==> src/rtl/motoro3_pwm_capture.sv <==
// PWM capture: measures the high/low durations of pwmIn in clk cycles and flags a stuck input.
// Optional input deglitch filter is built when MOTORO3_PWM_CAP_DEGLITCH_EN is defined.
module motoro3_pwm_capture #(
    parameter int unsigned      CNT_W     = 13,
    parameter logic [CNT_W-1:0] STUCK_CYC = 13'd8000,
    parameter int unsigned      DGL_N     = 4
) (
    input  logic             clk,
    input  logic             nRst,
    input  logic             pwmIn,
    input  logic             aE,
    input  logic             bE,
    input  logic             cE,
    output logic [CNT_W-1:0] onTime,
    output logic [CNT_W-1:0] offTime,
    output logic             capValid,
    output logic             stuckHi,
    output logic             stuckLo
);
    typedef enum logic [1:0] {IDLE, HIGH, LOW, STUCK} state_t;

    state_t           state_q, state_d;
    logic [1:0]       sync_q;
    logic             pwm_s;
    logic             lvl;
    logic             lvl_d_q;
    logic             rise, fall, en;
    logic [CNT_W-1:0] cnt_q, cnt_d;
    logic [CNT_W-1:0] hi_latch_q, hi_latch_d;
    logic [CNT_W-1:0] on_time_q, on_time_d;
    logic [CNT_W-1:0] off_time_q, off_time_d;
    logic             cap_valid_q, cap_valid_d;
    logic             stuck_hi_q, stuck_hi_d;
    logic             stuck_lo_q, stuck_lo_d;

    assign pwm_s = sync_q[1];

    always_ff @(posedge clk or negedge nRst) begin
        if (!nRst) begin
            sync_q  <= '0;
            lvl_d_q <= 1'b0;
        end else begin
            sync_q  <= {sync_q[0], pwmIn};
            lvl_d_q <= lvl;
        end
    end

`ifdef MOTORO3_PWM_CAP_DEGLITCH_EN
    localparam int unsigned DGL_W = (DGL_N > 1) ? $clog2(DGL_N) : 1;

    logic             pwm_f_q, pwm_f_d;
    logic [DGL_W-1:0] dgl_q, dgl_d;

    // The filtered level flips on the DGL_N-th consecutive cycle of disagreement.
    always_comb begin
        pwm_f_d = pwm_f_q;
        dgl_d   = '0;
        if (pwm_s != pwm_f_q) begin
            if (dgl_q == DGL_W'(DGL_N - 1)) begin
                pwm_f_d = pwm_s;
            end else begin
                dgl_d = dgl_q + DGL_W'(1);
            end
        end
    end

    always_ff @(posedge clk or negedge nRst) begin
        if (!nRst) begin
            pwm_f_q <= 1'b0;
            dgl_q   <= '0;
        end else begin
            pwm_f_q <= pwm_f_d;
            dgl_q   <= dgl_d;
        end
    end

    assign lvl = pwm_f_q;
`else
    assign lvl = pwm_s;
`endif

    assign rise = lvl & ~lvl_d_q;
    assign fall = ~lvl & lvl_d_q;
    assign en   = aE | bE | cE;

    // Edges are checked before the stuck limit so an edge on the limit cycle wins.
    always_comb begin
        state_d     = state_q;
        cnt_d       = cnt_q;
        hi_latch_d  = hi_latch_q;
        on_time_d   = on_time_q;
        off_time_d  = off_time_q;
        cap_valid_d = 1'b0;
        stuck_hi_d  = stuck_hi_q;
        stuck_lo_d  = stuck_lo_q;
        if (!en) begin
            state_d    = IDLE;
            cnt_d      = '0;
            on_time_d  = '0;
            off_time_d = '0;
            stuck_hi_d = 1'b0;
            stuck_lo_d = 1'b0;
        end else begin
            unique case (state_q)
                IDLE: begin
                    if (rise) begin
                        state_d = HIGH;
                        cnt_d   = CNT_W'(1);
                    end else if (cnt_q == STUCK_CYC) begin
                        state_d    = STUCK;
                        stuck_hi_d = lvl;
                        stuck_lo_d = ~lvl;
                    end else begin
                        cnt_d = cnt_q + CNT_W'(1);
                    end
                end
                HIGH: begin
                    if (fall) begin
                        state_d    = LOW;
                        hi_latch_d = cnt_q;
                        cnt_d      = CNT_W'(1);
                    end else if (cnt_q == STUCK_CYC) begin
                        state_d    = STUCK;
                        stuck_hi_d = 1'b1;
                    end else begin
                        cnt_d = cnt_q + CNT_W'(1);
                    end
                end
                LOW: begin
                    if (rise) begin
                        state_d     = HIGH;
                        on_time_d   = hi_latch_q;
                        off_time_d  = cnt_q;
                        cap_valid_d = 1'b1;
                        cnt_d       = CNT_W'(1);
                    end else if (cnt_q == STUCK_CYC) begin
                        state_d    = STUCK;
                        stuck_lo_d = 1'b1;
                    end else begin
                        cnt_d = cnt_q + CNT_W'(1);
                    end
                end
                STUCK: begin
                    if (rise) begin
                        state_d    = HIGH;
                        cnt_d      = CNT_W'(1);
                        stuck_hi_d = 1'b0;
                        stuck_lo_d = 1'b0;
                    end else if (fall) begin
                        state_d    = IDLE;
                        cnt_d      = '0;
                        stuck_hi_d = 1'b0;
                        stuck_lo_d = 1'b0;
                    end
                end
                default: state_d = IDLE;
            endcase
        end
    end

    always_ff @(posedge clk or negedge nRst) begin
        if (!nRst) begin
            state_q     <= IDLE;
            cnt_q       <= '0;
            hi_latch_q  <= '0;
            on_time_q   <= '0;
            off_time_q  <= '0;
            cap_valid_q <= 1'b0;
            stuck_hi_q  <= 1'b0;
            stuck_lo_q  <= 1'b0;
        end else begin
            state_q     <= state_d;
            cnt_q       <= cnt_d;
            hi_latch_q  <= hi_latch_d;
            on_time_q   <= on_time_d;
            off_time_q  <= off_time_d;
            cap_valid_q <= cap_valid_d;
            stuck_hi_q  <= stuck_hi_d;
            stuck_lo_q  <= stuck_lo_d;
        end
    end

    assign onTime   = on_time_q;
    assign offTime  = off_time_q;
    assign capValid = cap_valid_q;
    assign stuckHi  = stuck_hi_q;
    assign stuckLo  = stuck_lo_q;

endmodule

==> config.mk <==
export PLATFORM = sky130hd
export DESIGN_NAME = motoro3_pwm_capture
export DESIGN_NICKNAME = d
export VERILOG_FILES = /design/src/rtl/motoro3_pwm_capture.sv
export SDC_FILE = /design/constraint.sdc
export NUM_CORES = 1
export LEC_CHECK = 0
export ABC_AREA = 0
export CAP_MARGIN = 20
export CORE_UTILIZATION = 51
export CTS_BUF_LIST = sky130_fd_sc_hd__clkbuf_2 sky130_fd_sc_hd__clkbuf_4 sky130_fd_sc_hd__clkbuf_8
export CTS_CLUSTER_DIAMETER = 150
export CTS_CLUSTER_SIZE = 14
export DETAILED_ROUTE_END_ITERATION = 10
export PLACE_DENSITY = 0.78
export SKIP_CTS_REPAIR_TIMING = 1
export SLEW_MARGIN = 15
export SYNTH_ARGS = -nofsm -noshare
export SYNTH_HDL_FRONTEND = slang
export SYNTH_SLANG_ARGS = --single-unit
==> constraint.sdc <==
create_clock -name clk -period 2.1 [get_ports clk]
set_clock_uncertainty 0.15 [all_clocks]
set_input_delay 0.42 -clock clk [delete_from_list [all_inputs] [get_ports clk]]
set_output_delay 0.42 -clock clk [all_outputs]
set_load 0.01 [all_outputs]
; ---- Word level (Yosys, flattened, before mapping)
; Cells that the tools add are included.
[totals]
register_bits = 60
latch_bits = 0
ramBits = 0
romBits = 0
input_bits = 6
out_inout_bits = 29
word_cells = 74
n_memories = 0
[classes]
add_sub_neg = 1
mul = 0
div_mod_pow = 0
order_cmp = 0
eq_ne = 15
shift = 0
mux = 36
n_bitwise = 6
n_reduce_logical = 6
[op_table]
columns = op, count
row1 = $mux 13, 12
row2 = $pmux 13 s3, 1
row3 = $ne 3x3->1 const B, 6
row4 = $mux 1, 14
row5 = $add 13x1->13 const B, 1
row6 = $eq 13x13->1 const B, 1
row7 = $mux 2, 6
row8 = $reduce_and 6->1, 2
row9 = $ne 4x1->1 const B, 2
row10 = $pmux 1 s3, 2
row11 = $pmux 2 s3, 1
row12 = $eq 2x2->1 const B, 2
row13 = $ne 4x4->1 const B, 1
row14 = $reduce_and 3->1, 1
row15 = $and 1x1->1, 2
row16 = $eq 2x1->1 const B, 1
row17 = $logic_not 2->1, 1
row18 = $ne 2x1->1 const B, 1
row19 = $ne 2x2->1 const B, 1
row20 = $not 1->1, 2
row21 = $or 1x1->1, 2
row22 = $reduce_and 2->1, 1
row23 = $reduce_or 2->1, 1

; ---- Longest topological paths before layout
[logic_depth]
ltp_word = 6
ltp_mapped = 7
ltp_nobuf = 6

; ---- Least setup slack after synthesis
; No wires, ideal clock.
[synth_timing]
path_kind = reg2reg
startpoint = register cnt_q[0]
endpoint = register cnt_q[0]
setup_time_ns = 0.123
arrival_ns = 1.788
t_required_ns = 1.827
slack_ns = 0.040
stages_incl_launch_ff = 7
n_path_buf = 0
cell_sequence = dfrtp_1 -> inv_1 -> ha_1 -> or4bb_1 -> nor3_2 -> a21oi_1 -> o221a_2
[synth_via]
elab_chain_len = 5
[synth_lines]
columns = item, line_no
row1 = start: declaration, 28  ; logic [CNT_W-1:0] cnt_q, cnt_d;
row2 = start signal: assignment, 173  ; cnt_q <= cnt_d;
row3 = $add 13x1->13 / $eq 13x13->1 (equally long branches), -
row4 = $mux 13 *, "109, 122, 136"
row5 = $mux 13 (on tied branches), "106, 118"
row6 = $pmux 13 s3 *, 104  ; unique case (state_q)
row7 = $mux 13 *, 96  ; if (!en) begin
; Every way passes the cells marked *; elsewhere a longest branch is shown, timed or not.
; A chain may end at the register's enable or synchronous reset.

; ---- Worst setup path after layout
[layout_timing]
startpoint = register cnt_q[1]
endpoint = register cnt_q[0]
[layout_via]
elab_chain_len = 5
[layout_lines]
columns = item, line_no
row1 = $eq 13x13->1 *, "109, 122, 136"
row2 = $mux 13 *, -
row3 = $mux 13 (on tied branches), -
row4 = $pmux 13 s3 *, -
row5 = $mux 13 *, -
; Marked as above.

==> results.tsv <==
metric	value	unit
status	finished clean	
hold path depth	0	
largest net degree at the start of global routing	39	
vias	2047	
total of max-cap violations	0	
Placement Cell Area	3260	µm²
CP startpoint kind	flip-flop	
WP data arrival	2.18	ns
cells after synthesis	221	
met3 GRT Util	5.83	%
synth unique cells	43	
NetSw	991	µW
Hold WC Path Type	reg -> reg	
num ports	35	
Via density	5.77	
diode count	0	
synthesized flop and latch total	60	
Worst path top cell family by delay	simple AND/OR/NAND/NOR gates	
Post-Syn Area	2660	µm²
Post-synth EDFFs	0	
DR pass1 iterations	4	
pwr dens	918	nW/µm²
Cell Chain, Critical Path	inv_1, ha_1, or4bb_4, or3_4, a31oi_1, o221a_2	
Inst Count DP	337	
Routed Wire Length	5.72	mm
Syn. warnings	0	
Slew Viols, Final	0	
routed length per placed instance	16.1	µm
Die Width	74.2	µm
GRT Resource Usage Total	23.5	%
# H-tree levels	3	
Die ar.	5500	µm²
number of CTS-inserted buffers	9	
Req. time, crit path	2.23	ns
Layout Area Growth over Synthesis	31.9	%
initial antenna violation count	0	
clk_lat worst skew	0.34	ns
CTS sink count	60	
CP bufs+invs	1	
final net count	298	
GP Congestion	0.941	
Clk pin slew, worst setup/hold paths	0.07	ns
Final Cycle Share	97.8	%
# DRC	0	
Core Box Area	4880	µm²
most common cell after layout, fill and taps aside	dfrtp_1	
crit path time final	2.05	ns
Port Buffers	34	
ys flop type	dfrtp_1	
Crit. End Element	flip-flop	
M1 GR Usage	29.1	%
met2 GRT Util	38.3	%
Worst Setup Path Type	reg -> reg	
vias in the first global route	1960	
first-pass GRT wire length	9.30	mm
1st-iter DRT viols	97	
Max VDD drop	636	µV
most frequent cells in the layout	dfrtp_1 (60), clkdlybuf4s50_1 (33), a22o_1 (26)	
Int Power	2220	µW
RSZ-0062 raised after global routing	yes	
CP peak stage delay	0.47	ns
fin area	3500	µm²
total gr overflow	0	
worst-margin pin slew	0.735	ns
starting density of the core	54.4	%
slowest CP cell	or4bb_4	
Final Hold Viols	0	
syn nets	236	
reg2reg path depth	6	
register share of total power	41.2	%
# setup viols final	0	
fmax	487	MHz
Rel. slew slack	50.9	%
Final HPWL DP	3.84	mm
Die Y-Extent	74.2	µm
Avg Inst Size Synth	12.0	µm²
Clk pwr share	32.1	%
switching portion of total power	30.8	%
Seq/Total Area, Yosys	56.6	%
power share of the combinational group	26.7	%
Critical Path Stages	6	
ANT nets after route	0	
CTS tree	built	
fill cell count	355	
clock buffer depth	2	
leakage	0.00162	µW
FP Rows	25	
Max Fanout on Critical Path	3	
share of cells above drive strength 1	22.9	%
CTS root buf	clkbuf_8	
share of flip-flops with an asynchronous set or reset	100	%
post-route insts no fill	355	
GR peak layer	met2	
-- power groups by stage --
stage               Sequential (µW)  Clock [µW]  Combinational [µW]
finish                         1330        1030                 858
global placement               1340           0                 797
global route                   1340        1090                 957
detailed placement             1340           0                 819
CTS                            1320        1050                 823
floorplan                      1370           0                 439
-- sequential cells by signal, indices dropped and copies added, names as in the netlist --
register and flops:
capValid 1, cnt_q 13, hi_latch_q 13, lvl_d_q 1, offTime 13, onTime 13
state_q 2, stuckHi 1, stuckLo 1, sync_q 2
-- path summary, 6_finish.rpt --
kind	from	endpoint	slack, ns
worst min-delay path	sync_q[0]	sync_q[1]	0.21
worst min register to register	sync_q[0]	sync_q[1]	0.21
worst max-delay path	cnt_q[1]	cnt_q[0]	0.05
worst max register to register	cnt_q[1]	cnt_q[0]	0.05
max in group asynchronous	nRst	stuckHi	0.78
min in group asynchronous	nRst	onTime[3]	0.43
-- synthesized netlist by cell type (2+ instances only) --
library cell	n	share of area (%)
buf_2	2	0.38
dfrtp_1	60	57
nor3_1	2	0.38
inv_1	6	0.85
xor2_1	4	1.3
o211ai_1	2	0.57
o21ai_0	9	1.7
or3_1	4	0.94
and3_1	2	0.47
and4_1	2	0.66
nand4_1	3	0.71
xnor2_1	3	0.99
mux2_2	12	5.1
or4_1	2	0.57
a21oi_1	9	1.7
ha_1	9	4.2
mux2i_1	3	1.1
clkbuf_1	7	0.99
and2_1	2	0.47
nand2_1	11	1.6
nor2_1	11	1.6
nand3_1	7	1.3
a22o_1	26	8.6
o31ai_1	4	1.1
-- cells by family after synthesis --
group | count (synthesis) | synth area share [%]
compound gates | 60 | 16.9
xor+xnor | 7 | 2.31
fa+ha+maj | 9 | 4.24
buf+inv | 17 | 2.78
flops | 60 | 56.6
mux | 15 | 6.22
simple gates | 53 | 11.0
-- through the flow --
step / hold WS, ns / TNS [ns] / worst slack (ns) / power [µW] / utilization, %
after floorplan: -0.0256 / 0 / 0.0397 / 1800 / -
after global placement: 0.191 / -8.86 / -0.286 / 2140 / 66.8
after detailed placement: 0.196 / -10.88 / -0.363 / 2160 / 66.8
after CTS: -0.103 / -3.79 / -0.159 / 3200 / 70.9
after global routing: 0.223 / -0.118 / -0.0732 / 3390 / 71.7
final: 0.215 / 0 / 0.0468 / 3210 / 71.7
-- routing by layer --
layer / up-vias / part of all wire, %
li1: 945 / -
met1: 1021 / 45
met2: 69 / 48
met3: 12 / 4.4
met4: 0 / 2.1
met5: - / 0
-- final cells by class --
cell class / count / area [µm²] / share of cell area, %
Clock buffer: 9 / 124 / 3.54
Timing Repair Buffer: 62 / 586 / 16.7
Tap cell: 67 / 83.8 / 2.39
Multi-Input combinational cell: 144 / 1110 / 31.7
Sequential cell: 60 / 1500 / 42.9
Inverter: 6 / 22.5 / 0.643
Clock inverter: 7 / 75.1 / 2.14
Power figures use the tool's default switching activity.
